<file path="src/rtl/n_term_cfg_switch_matrix_if.sv">
// North-to-south wire bundle plus serial configuration strobes for n_term_cfg_switch_matrix.
// slave is the switch-matrix view; master is the driver/observer view.
interface n_term_cfg_switch_matrix_if #(
  parameter int N1W = 4,
  parameter int N2W = 8,
  parameter int N4W = 16
);
  logic [N1W-1:0] N1END;
  logic [N2W-1:0] N2MID;
  logic [N2W-1:0] N2END;
  logic [N4W-1:0] N4END;
  logic [N4W-1:0] NN4END;
  logic [N1W-1:0] S1BEG;
  logic [N2W-1:0] S2BEG;
  logic [N2W-1:0] S2BEGb;
  logic [N4W-1:0] S4BEG;
  logic [N4W-1:0] SS4BEG;
  logic           CONF_DATA;
  logic           CONF_EN;
  logic           CONF_LATCH;
  logic           CONF_DONE;
  logic           CONF_ERR;

  modport slave (
    input  N1END, N2MID, N2END, N4END, NN4END, CONF_DATA, CONF_EN, CONF_LATCH,
    output S1BEG, S2BEG, S2BEGb, S4BEG, SS4BEG, CONF_DONE, CONF_ERR
  );

  modport master (
    output N1END, N2MID, N2END, N4END, NN4END, CONF_DATA, CONF_EN, CONF_LATCH,
    input  S1BEG, S2BEG, S2BEGb, S4BEG, SS4BEG, CONF_DONE, CONF_ERR
  );
endinterface

</file>
<file path="src/rtl/n_term_cfg_switch_matrix.sv">
// Five-group north-to-south switch matrix with serially loaded 2-bit modes per group.
// Optional feature macro: N_TERM_SM_ACT_CNT_EN adds the ACT_CNT output-activity counter.
module n_term_cfg_switch_matrix #(
  parameter int N1W     = 4,
  parameter int N2W     = 8,
  parameter int N4W     = 16,
  parameter bit REG_OUT = 1'b0
) (
  input  logic CLK,
  input  logic RESET,
  n_term_cfg_switch_matrix_if.slave sw
`ifdef N_TERM_SM_ACT_CNT_EN
  ,
  output logic [15:0] ACT_CNT
`endif
);

  localparam int SW = N1W + 2 * N2W + 2 * N4W;

  typedef enum logic [1:0] {IDLE, SHIFT, FULL, OVER} state_t;

  state_t          state_reg;
  logic [3:0]      cnt_reg;
  logic [3:0]      cnt_next;
  logic [9:0]      sr_reg;
  logic [4:0][1:0] mode_reg;
  logic            err_reg;
  logic            done_reg;
  logic            commit;

  logic [N1W-1:0]  s1_comb;
  logic [N2W-1:0]  s2_comb;
  logic [N2W-1:0]  s2b_comb;
  logic [N4W-1:0]  s4_comb;
  logic [N4W-1:0]  ss4_comb;
  logic [SW-1:0]   south_comb;
  logic [SW-1:0]   south_out;

  function automatic logic pick(input logic [1:0] mode, input logic rev_bit, input logic str_bit);
    logic r;
    case (mode)
      2'b00:   r = rev_bit;
      2'b01:   r = str_bit;
      2'b10:   r = 1'b0;
      default: r = 1'b1;
    endcase
    return r;
  endfunction

  assign cnt_next = (cnt_reg == 4'd15) ? cnt_reg : cnt_reg + 4'd1;
  // FULL is exactly "ten bits shifted since the last latch"
  assign commit   = sw.CONF_LATCH && (state_reg == FULL);

  always_ff @(posedge CLK) begin
    if (RESET) begin
      state_reg <= IDLE;
      cnt_reg   <= 4'd0;
      sr_reg    <= 10'd0;
      mode_reg  <= '0;
      err_reg   <= 1'b0;
      done_reg  <= 1'b0;
    end else begin
      done_reg <= 1'b0;
      if (sw.CONF_LATCH) begin
        cnt_reg   <= 4'd0;
        state_reg <= IDLE;
        if (state_reg == FULL) begin
          mode_reg <= sr_reg;
          err_reg  <= 1'b0;
          done_reg <= 1'b1;
        end else begin
          err_reg  <= 1'b1;
        end
      end else if (sw.CONF_EN) begin
        sr_reg    <= {sr_reg[8:0], sw.CONF_DATA};
        cnt_reg   <= cnt_next;
        state_reg <= (cnt_next == 4'd10) ? FULL : ((cnt_next > 4'd10) ? OVER : SHIFT);
      end
    end
  end

  genvar gi;
  generate
    for (gi = 0; gi < N1W; gi++) begin : g_s1
      assign s1_comb[gi] = pick(mode_reg[0], sw.N1END[N1W-1-gi], sw.N1END[gi]);
    end
    for (gi = 0; gi < N2W; gi++) begin : g_s2
      assign s2_comb[gi]  = pick(mode_reg[1], sw.N2MID[N2W-1-gi], sw.N2MID[gi]);
      assign s2b_comb[gi] = pick(mode_reg[2], sw.N2END[N2W-1-gi], sw.N2END[gi]);
    end
    for (gi = 0; gi < N4W; gi++) begin : g_s4
      assign s4_comb[gi]  = pick(mode_reg[3], sw.N4END[N4W-1-gi], sw.N4END[gi]);
      assign ss4_comb[gi] = pick(mode_reg[4], sw.NN4END[N4W-1-gi], sw.NN4END[gi]);
    end
  endgenerate

  assign south_comb = {s1_comb, s2_comb, s2b_comb, s4_comb, ss4_comb};

  generate
    if (REG_OUT) begin : g_reg_out
      logic [SW-1:0] south_reg;
      always_ff @(posedge CLK) begin
        if (RESET) south_reg <= '0;
        else       south_reg <= south_comb;
      end
      assign south_out = south_reg;
    end else begin : g_comb_out
      assign south_out = south_comb;
    end
  endgenerate

  assign {sw.S1BEG, sw.S2BEG, sw.S2BEGb, sw.S4BEG, sw.SS4BEG} = south_out;
  assign sw.CONF_DONE = done_reg;
  assign sw.CONF_ERR  = err_reg;

`ifdef N_TERM_SM_ACT_CNT_EN
  logic [SW-1:0] prev_reg;
  logic [15:0]   act_cnt_reg;

  // Counts cycles where the visible south outputs moved relative to the cycle before.
  always_ff @(posedge CLK) begin
    if (RESET) begin
      prev_reg    <= '0;
      act_cnt_reg <= 16'd0;
    end else begin
      prev_reg <= south_out;
      if (commit)
        act_cnt_reg <= 16'd0;
      else if ((south_out != prev_reg) && (act_cnt_reg != 16'hFFFF))
        act_cnt_reg <= act_cnt_reg + 16'd1;
    end
  end

  assign ACT_CNT = act_cnt_reg;
`endif

endmodule

</file>
<file path="src/flat_wrapper.sv">
// flat-port wrapper written by rule: the top's interface ports become plain ports
module n_term_cfg_switch_matrix_flat 
#(
  parameter int N1W     = 4,
  parameter int N2W     = 8,
  parameter int N4W     = 16,
  parameter bit REG_OUT = 1'b0
)
  (CLK, RESET, sw_N1END, sw_N2MID, sw_N2END, sw_N4END, sw_NN4END, sw_CONF_DATA, sw_CONF_EN, sw_CONF_LATCH, sw_S1BEG, sw_S2BEG, sw_S2BEGb, sw_S4BEG, sw_SS4BEG, sw_CONF_DONE, sw_CONF_ERR);
  n_term_cfg_switch_matrix_if #(.N1W(N1W), .N2W(N2W), .N4W(N4W)) sw_i ();
  input  logic CLK;
  input  logic RESET;
  input wire logic [$bits(sw_i.N1END)-1:0] sw_N1END;
  input wire logic [$bits(sw_i.N2MID)-1:0] sw_N2MID;
  input wire logic [$bits(sw_i.N2END)-1:0] sw_N2END;
  input wire logic [$bits(sw_i.N4END)-1:0] sw_N4END;
  input wire logic [$bits(sw_i.NN4END)-1:0] sw_NN4END;
  input wire logic [$bits(sw_i.CONF_DATA)-1:0] sw_CONF_DATA;
  input wire logic [$bits(sw_i.CONF_EN)-1:0] sw_CONF_EN;
  input wire logic [$bits(sw_i.CONF_LATCH)-1:0] sw_CONF_LATCH;
  output wire logic [$bits(sw_i.S1BEG)-1:0] sw_S1BEG;
  output wire logic [$bits(sw_i.S2BEG)-1:0] sw_S2BEG;
  output wire logic [$bits(sw_i.S2BEGb)-1:0] sw_S2BEGb;
  output wire logic [$bits(sw_i.S4BEG)-1:0] sw_S4BEG;
  output wire logic [$bits(sw_i.SS4BEG)-1:0] sw_SS4BEG;
  output wire logic [$bits(sw_i.CONF_DONE)-1:0] sw_CONF_DONE;
  output wire logic [$bits(sw_i.CONF_ERR)-1:0] sw_CONF_ERR;
  assign sw_i.N1END = sw_N1END;
  assign sw_i.N2MID = sw_N2MID;
  assign sw_i.N2END = sw_N2END;
  assign sw_i.N4END = sw_N4END;
  assign sw_i.NN4END = sw_NN4END;
  assign sw_i.CONF_DATA = sw_CONF_DATA;
  assign sw_i.CONF_EN = sw_CONF_EN;
  assign sw_i.CONF_LATCH = sw_CONF_LATCH;
  assign sw_S1BEG = sw_i.S1BEG;
  assign sw_S2BEG = sw_i.S2BEG;
  assign sw_S2BEGb = sw_i.S2BEGb;
  assign sw_S4BEG = sw_i.S4BEG;
  assign sw_SS4BEG = sw_i.SS4BEG;
  assign sw_CONF_DONE = sw_i.CONF_DONE;
  assign sw_CONF_ERR = sw_i.CONF_ERR;
  n_term_cfg_switch_matrix #(.N1W(N1W), .N2W(N2W), .N4W(N4W), .REG_OUT(REG_OUT)) u_core (.CLK(CLK), .RESET(RESET), .sw(sw_i));
endmodule
</file>
<file path="config.mk">
export PLATFORM = sky130hd
export DESIGN_NAME = n_term_cfg_switch_matrix_flat
export DESIGN_NICKNAME = d
export VERILOG_FILES = /design/src/rtl/n_term_cfg_switch_matrix_if.sv /design/src/rtl/n_term_cfg_switch_matrix.sv /design/src/flat_wrapper.sv
export SDC_FILE = /design/constraint.sdc
export NUM_CORES = 1
export LEC_CHECK = 0
export CORE_MARGIN = 4
export CORE_UTILIZATION = 37
export DETAILED_ROUTE_END_ITERATION = 6
export GPL_ROUTABILITY_DRIVEN = 0
export HOLD_SLACK_MARGIN = 0.15
export PLACE_DENSITY = 0.79
export RECOVER_POWER = 100
export SLEW_MARGIN = 40
export SYNTH_ARGS = -nofsm -noshare
export SYNTH_HDL_FRONTEND = slang
export SYNTH_SLANG_ARGS = --single-unit
</file>
<file path="constraint.sdc">
create_clock -name CLK -period 1.85 [get_ports CLK]
set_input_delay 0.37 -clock CLK [delete_from_list [all_inputs] [get_ports CLK]]
set_output_delay 0.37 -clock CLK [all_outputs]
set_load 0.05 [all_outputs]
</file>
==> flow_summary.toml <==
[yosys]
synth_fp_nets = 342
syn_avg_cell_area_sq_um = 6.25
synthCells = 283
synth-seq-cells = 28
netlist_area_sq_um = 1770
netlist.top_cell.by_area = "dfxtp_1"
ys_warn_count = 0
yosysTopAreaCellShare = 0.317
seq_area_frac_synth = 0.317
synth_cell_type_count = 31
synth_area_leaders = "dfxtp_1 32%, nand2_1 27%, o21ai_0 15%"

[route]
post_drt_wl_per_cell_microns = 13.9
vias = 2289
drc = 0
met2_length_mm = 3.08
top_layer = "met4"
wl_met1_mm = 2.73
drt_iter0_markers = 60
routed_wl_mm = 6.17
wl_met3_microns = 238
ant_nets = 0
vias_per_cell = 5.14
drtPass1Iterations = 4

[cts]
ctsLongestPathBuffers = 2
clock_sinks = 28
clk_pin_slew_ns = 0.10
cts_max_level = 1
post_cts_buffers = 0
hold_buffers = 0
numCtsBuffers = 3
clk_latency_ns = 0.28
cts_root_buffer = "clkbuf_8"
cts_resized = 5
cts_tree = "built"

[min_path]
min_path_type = "reg2reg"
hold_depth = 2

[pwr]
power.leakage_nw = 1.38
power_density_nw_per_um2 = 568
vdd_drop_max_uv = 338
finalPower_mw = 1.64

[timing]
fin_setup_tns_ns = 0
finalHoldViolCount = 0
tightest_slew_ns = 0.634
hold_slack_ns = 0.471
drv_slew = 0
setup_viol = 0
maxSlewHeadroom = 0.579
rsz0062_at_grt = "false"
max_freq_mhz = 576
fin_crit_ns = 1.74
period_share = 0.938
fin_skew_ns = 0.00692

[setup_path]
slowest_delay_ns = 0.41
required_ns = 1.48
worstPathCellList = "nor2_1, buf_6, nand2_1, nand2_1, clkbuf_4"
cpMaxStageDelayCell = "dfxtp_4"
rrSetupSlack_ns = 0.39
critPathCaptureType = "output port"
critical_path_class = "reg2out"
crit_buf_inv = 2
critPathTopFamily = "flip-flops"
start_kind = "flip-flop"
worstPathArrival_ns = 1.37
crit_path_frequent_cell = "nand2_1"
reg2regPathDepth = 4
critPathMaxFanout = 18
cp.depth = 5

[global_route]
grt_max_degree = 19
grt_pass1_wl_mm = 10.1
grt_antenna_before_repair = 0
grt_pass1_vias = 2184
groute.usage.overall = 0.199
grt-ovfl-total = 0

[floorplanning]
die_h_microns = 77.2
core_area_sq_um = 4500
io_pins = 111
start_util = 0.393
num_rows = 24
die_area_sq_um = 5950
die_width_microns = 77.2

[cells_and_area]
layout-area-overhead-vs-synth_pct = 63.4
nets = 453
num-fill-cells = 421
multi_input_area_sq_um = 1140
n_antenna_cell = 0
seqCellArea_sq_um = 564
drive_gt1_frac = 0.191

[flow_run]
drv_cap = 0

[outcome]
status = "completed"

[placed_design]
dpl.hpwl_mm = 4.85
portBuffers = 110
## synthesized netlist by cell type, drive strengths merged
| cell | n |
|---|---|
| nor2b | 1 |
| a311oi | 2 |
| clkbuf | 10 |
| mux2 | 1 |
| dfxtp | 28 |
| o21a | 1 |
| nand2b | 3 |
| nand3 | 2 |
| nand2 | 128 |
| a211oi | 1 |
| nor3 | 1 |
| nor3b | 1 |
| nand4b | 1 |
| o21ai | 54 |
| ha | 2 |
| nor2 | 7 |
| and3 | 1 |
| o22ai | 1 |
| a31oi | 1 |
| inv | 3 |
| or2 | 1 |
| a22o | 10 |
| mux2i | 1 |
| or3b | 1 |
| buf | 6 |
| a21oi | 14 |
| or3 | 1 |
## area by class of cell
cell class | count | area share
Timing Repair Buffer | 122 | 0.359
Multi-Input combinational cell | 236 | 0.395
Sequential cell | 28 | 0.195
Clock buffer | 3 | 0.0143
Clock inverter | 1 | 0.0104
Tap cell | 52 | 0.0225
Inverter | 3 | 0.00389
## cells in the final DEF, fill, tap and decap left out, types with 2 or more instances in the layout
cell type	instances
buf_12	5
nor2_1	4
ha_1	2
a21oi_1	14
clkbuf_4	18
clkbuf_1	4
buf_4	10
dfxtp_1	27
inv_1	3
a311oi_1	2
clkdlybuf4s50_1	55
o21ai_0	54
nand2b_1	3
a22o_1	10
nand2_1	128
clkbuf_2	12
clkbuf_8	3
nor2_4	3
buf_2	16
## power breakdown
| group | switching [mW] | internal (mW) |
|---|---|---|
| Sequential | 0.00600 | 0.608 |
| Clock | 0.190 | 0.290 |
| Combinational | 0.337 | 0.211 |
## path summary, 6_finish.rpt
kind	start	end
setup reg to reg	u_core.cnt_reg[0]	u_core.state_reg[1]
hold / removal	u_core.sr_reg[7]	u_core.sr_reg[8]
setup / recovery	u_core.mode_reg[7]	sw_S4BEG[4]
hold reg to reg	u_core.sr_reg[7]	u_core.sr_reg[8]
## tightest hold or removal path, cell delays in order, from the launching register on
cell     delay [ns]
dfxtp_1        0.33
nand2_1        0.06
a21oi_1        0.05
## cell families (layout without fill, tap and decap cells)
group                    after synthesis  count (layout)  synth area share
flip-flops                            28              28             0.317
AO/OA/AOI/OAI                         84              84             0.271
buffers and inverters                 19             129            0.0467
adder cells (fa/ha/maj)                2               2            0.0141
multiplexers                           2               2            0.0141
AND/OR/NAND/NOR                      148             148             0.337
## layer usage
layer  global-route usage  vias up
li1                     -     1170
met1                0.236     1034
met2                0.365       73
met3               0.0281       12
met4               0.0623        0
met5                    0        -
## per-stage QoR
step                std cells  setup slack, ns  utilization  area (sq um)
floorplan                 283            0.225            -          1770
global placement          441            0.111        0.770          3470
detailed placement        441           0.0408        0.770          3470
CTS                       445           0.0795        0.789          3550
global route              445           0.0167        0.642          2890
finish                    445            0.114        0.642          2890
(Power assumes the default switching activity.)
